==> config.mk <==
export PLATFORM = sky130hd
export DESIGN_NAME = mem_stage_sram
export DESIGN_NICKNAME = d
export VERILOG_FILES = /design/src/rtl/mem_stage_sram.sv
export SDC_FILE = /design/constraint.sdc
export NUM_CORES = 1
export LEC_CHECK = 0
export ABC_AREA = 1
export BUFFER_PORTS_ARGS = -buffer_cell sky130_fd_sc_hd__buf_2
export CORE_UTILIZATION = 43
export DETAILED_ROUTE_END_ITERATION = 10
export PLACE_DENSITY = 0.92
export SYNTH_ARGS = -nofsm -noshare
export SYNTH_HDL_FRONTEND = slang
export SYNTH_SLANG_ARGS = --single-unit
==> constraint.sdc <==
create_clock -name clk -period 2.5 [get_ports clk]
set_clock_uncertainty 0.15 [all_clocks]
set_input_delay 0.5 -clock clk [delete_from_list [all_inputs] [get_ports clk]]
set_output_delay 0.5 -clock clk [all_outputs]
set_load 0.03 [all_outputs]
==> src/rtl/mem_stage_sram.sv <==
// Memory stage that splits each 32-bit load/store into two 16-bit SRAM
// accesses, stalling the pipeline until both halves complete.
module mem_stage_sram #(
    parameter int WAIT_CYCLES = 2
) (
    input  logic        clk,
    input  logic        rst,
    input  logic        wb_en_in,
    input  logic        mem_read_en_in,
    input  logic        mem_write_en_in,
    input  logic [31:0] alu_res_in,
    input  logic [31:0] val_Rm_in,
    input  logic [3:0]  dest_in,
    input  logic [15:0] sram_rdata,
    output logic        wb_en,
    output logic        mem_read_en,
    output logic [31:0] alu_res,
    output logic [3:0]  dest,
    output logic [31:0] mem_data,
    output logic        freeze,
    output logic [17:0] sram_addr,
    output logic [15:0] sram_wdata,
    output logic        sram_we_n,
    output logic        sram_oe_n
);

    typedef enum logic [1:0] {IDLE, LO, HI, DONE} state_t;

    localparam logic [3:0] LAST = 4'(WAIT_CYCLES - 1);

    state_t      state_q, state_d;
    logic [3:0]  cnt_q, cnt_d;
    logic [15:0] lo_q, lo_d;
    logic [31:0] mem_data_q, mem_data_d;

    logic        req, rd, wr, last, active, idle_eff;
    logic [16:0] word;

    assign req  = mem_read_en_in | mem_write_en_in;
    assign rd   = mem_read_en_in;
    assign wr   = mem_write_en_in & ~mem_read_en_in;
    assign last = (cnt_q == LAST);
    assign word = 17'((alu_res_in - 32'd1024) >> 2);

    assign wb_en       = wb_en_in;
    assign mem_read_en = mem_read_en_in;
    assign alu_res     = alu_res_in;
    assign dest        = dest_in;
    assign mem_data    = mem_data_q;

    always_comb begin
        state_d    = state_q;
        cnt_d      = cnt_q;
        lo_d       = lo_q;
        mem_data_d = mem_data_q;
        unique case (state_q)
            IDLE: begin
                if (req) begin
                    state_d = LO;
                    cnt_d   = 4'd0;
                end
            end
            LO: begin
                if (last) begin
                    state_d = HI;
                    cnt_d   = 4'd0;
                    if (rd) lo_d = sram_rdata;
                end else begin
                    cnt_d = cnt_q + 4'd1;
                end
            end
            HI: begin
                if (last) begin
                    state_d = DONE;
                    cnt_d   = 4'd0;
                    if (rd) mem_data_d = {sram_rdata, lo_q};
                end else begin
                    cnt_d = cnt_q + 4'd1;
                end
            end
            DONE:    state_d = IDLE;
            default: state_d = IDLE;
        endcase
    end

    // While reset is held the stall behaves as if already back in IDLE.
    always_comb begin
        active   = (state_q == LO) || (state_q == HI);
        idle_eff = !rst || (state_q == IDLE);
        freeze   = (rst && active) || (idle_eff && req);
        sram_addr  = 18'd0;
        sram_wdata = 16'd0;
        sram_we_n  = 1'b1;
        sram_oe_n  = 1'b1;
        if (active) begin
            sram_addr = {word, state_q == HI};
            sram_we_n = ~wr;
            sram_oe_n = ~rd;
            if (wr) begin
                sram_wdata = (state_q == HI) ? val_Rm_in[31:16] : val_Rm_in[15:0];
            end
        end
    end

    always_ff @(posedge clk) begin
        if (!rst) begin
            state_q    <= IDLE;
            cnt_q      <= 4'd0;
            lo_q       <= 16'd0;
            mem_data_q <= 32'd0;
        end else begin
            state_q    <= state_d;
            cnt_q      <= cnt_d;
            lo_q       <= lo_d;
            mem_data_q <= mem_data_d;
        end
    end

endmodule

==> impl_metrics.yaml <==
worst_setup_path:
  path_depth: 6
  regToRegEndpoint: "mem_data[15]$_SDFFE_PN0P_"
  critPathKind: "register to output pin"
  arrival_ns: 1.78
  cp_top_family: "buffers and inverters"
  critPathLaunchType: "register"
  r2r_slack_ns: 0.48
  worstRegToRegCells: 7
  cp_slowest_stage_delay_ns: 0.37
  end_kind: "output pin"
  path_buf_inv: 3
  required_ns: 1.85
  cp_max_fo: 17
  r2r-start: "state_q[0]$_SDFFE_PN0P_"
  worstPathCellList: "inv_1 > ha_4 > mux2_2 > nand2_1 > inv_1 > buf_2"
  crit_slowest_cell: "mux2_2"
  cp-startpoint: "state_q[0]$_SDFFE_PN0P_"
  cp_common_cell: "inv_1"
  endpoint: "sram_wdata[13]"
yosys:
  synth.avg_cell_area_um2: 7.16
  synth_cell_types: 25
  synth_top_area_share_pct: 34.5
  yosysTopAreaCell: "dfxtp_1"
  synth_fa_ha_area_share_pct: 2.39
  synth_top_family_by_area: "simple AND/OR/NAND/NOR gates"
  syn_inst: 438
  synthFlopType: "dfxtp_1"
  synth_edf_count: 0
  seq_area_frac_synth_pct: 34.5
  synth_common_cells: "nand2_1, a21oi_1, dfxtp_1, nand4_1, inv_1"
  synth_warnings: 0
  syn_area_mm2: 0.00314
  ys_ff_latch: 54
  synth_compound_area_share_pct: 10.2
  synthXorXnorAreaFrac_pct: 0.279
  yosysMostFrequentCell: "nand2_1"
  synth.net_count: 533
  async_reset_ff_share_pct: 0
  synth_mux_area_share_pct: 5.75
  yosys-top-cells-area: "dfxtp_1, nand2_1, nand4_1, buf_4, a21oi_1"
  yosys.area_share.simple_pct: 27.0
timing:
  tns_ns: 0
  rsz0062_at_grt: "false"
  finalMaxSlewViolations: 0
  setup_viol: 0
  fmax_ghz: 0.412
  period_minus_slack_ns: 2.43
  worst_pin_slew_ns: 0.488
  finalCritPeriodShare_pct: 97.2
  slew_headroom_pct: 67.5
  hold_viol: 0
global_route:
  antenna_found_initial: 0
  track_usage_pct: 21.5
  grt_pass1_vias: 3001
  grt_pass1_wl_mm: 13.2
  grt_remaining_overflow: 0
  grt_max_degree: 51
drt:
  via_count: 3232
  drt-initial-drc-count: 186
  drt_wl_total_mm: 8.45
  viasPerCell: 5.07
  postRouteAntennaNets: 0
  drtPass1Iterations: 5
  wl_per_cell_um: 13.3
  drc: 0
floorplan:
  io_pins: 196
  die_x_um: 87.4
  fp.dieArea_mm2: 0.00764
  core_area_mm2: 0.00691
  die_h_um: 87.4
  rows: 30
  initial_core_util_pct: 45.4
place:
  hpwlAfterDp_mm: 6.25
  port_buffers: 155
  gp_congestion: 0.866
flow_run:
  maxCapViolations: 0
status:
  status: "finished clean"
power:
  ir_drop_uv: 541
  powerDensity_mw_per_mm2: 819
  leakage_uw: 0.00192
clocking:
  post_cts_buffers: 0
  numCtsBuffers: 5
  cts_tree: "yes"
  clock_tree.buffer_depth: 2
  root_buffer: "clkbuf_8"
  path_clk_slew_ns: 0.10
  postCtsHoldBufs: 0
  htreeDepth: 2
  cts_sinks: 54
  clock_latency_ns: 0.31
finish:
  fin_nets: 635
  drive_above_1_share_pct: 37.0
  fillCellCount: 675
  post-route-util_pct: 55.4
  final-seq-area_mm2: 0.00108
  multi_input_area_mm2: 0.00146
  num_antenna_cells: 0
  area_growth_pct: 21.9
worst_hold_path:
  worstHoldPathType: "register to register"
cell type report:
class | count | area share, %
Multi-Input combinational cell | 269 | 38.1
Sequential cell | 54 | 28.3
Timing Repair Buffer | 163 | 22.5
Inverter | 46 | 4.61
Tap cell | 96 | 3.14
Clock buffer | 5 | 1.80
Clock inverter | 3 | 1.28
Timing Repair inverter | 1 | 0.196
layer usage:
metal  up-vias  global-route usage [%]  wire length [µm]
li1       1606                       -                 -
met3        26                    2.75               526
met1      1463                    24.6              3330
met2       137                    40.5              4410
met5         -                       0                 0
met4         0                    7.90               192
placed cells by master (no fill, tap or decap), drive strengths merged:
cell,n
buf,163
nand4,49
ha,6
mux2,16
a21oi,57
o21ai,7
clkinvlp,3
nand2,99
or2,1
nor2,21
inv,45
nand3b,1
nor3,1
bufinv,1
nand3,10
dfxtp,54
clkbuf,5
xor2,1
clkinv,1
per-stage QoR:
stage / total power, µW / cell area [µm²] / instances / worst slack (ns) / hold slack (ns)
6_report: 3130 / 3820 / 637 / 0.0701 / 0.313
5_1_grt: 3320 / 3820 / 637 / 0.00314 / 0.315
4_1_cts: 3050 / 3780 / 636 / 0.00104 / 0.315
3_5_place_dp: 2450 / 3650 / 628 / 0.336 / 0.302
3_3_place_gp: 2420 / 3650 / 628 / 0.367 / 0.295
2_1_floorplan: 2160 / 3140 / 438 / 0.179 / 0.291
registers in the layout, summed over array words and instances (netlist names):
| name | count |
|---|---|
| state_q | 2 |
| mem_data | 32 |
| cnt_q | 4 |
| lo_q | 16 |
what timing repair did:
action / 4_1_cts / 5_1_grt
hold endpoints to repair: 0 / 0
pin swaps: 0 / 1
cloned: 0 / 1
setup endpoints to repair: 1 / 21
gates resized for setup: 1 / 10
report_power, final:
part           switching [µW]  internal, µW  leakage [µW]
Clock                     300           305     0.0000563
Combinational            1080           507       0.00143
Sequential               36.6           904      0.000436
Total                    1420          1720       0.00192
cell families after synthesis:
group | count (synthesis)
DFF | 54
buffers and inverters | 115
and+or+nand+nor | 182
xor gates and xnor gates | 1
adders and majority gates | 6
AOI/OAI and AO/OA | 64
muxes | 16
worst min-delay path by stage:
| stage | startpoint | depth (start not counted) | to | slack, ns |
|---|---|---|---|---|
| after global routing | sram_rdata[2] | 3 | lo_q[2]$_SDFFE_PN0P_ | 0.31 |
| final | mem_data[9]$_SDFFE_PN0P_ | 2 | mem_data[9]$_SDFFE_PN0P_ | 0.31 |
| after detailed placement | mem_data[5]$_SDFFE_PN0P_ | 2 | mem_data[5]$_SDFFE_PN0P_ | 0.30 |
| after floorplan | lo_q[10]$_SDFFE_PN0P_ | 2 | lo_q[10]$_SDFFE_PN0P_ | 0.29 |
| after CTS | rst | 3 | state_q[1]$_SDFFE_PN0P_ | 0.31 |
| after global placement | mem_data[18]$_SDFFE_PN0P_ | 2 | mem_data[18]$_SDFFE_PN0P_ | 0.30 |
worst min-delay path, cell delays in order, from the launching register on:
cell	delay [ns]
dfxtp_1	0.32
nand2_1	0.06
a21oi_1	0.05
(Power assumes the default switching activity.)
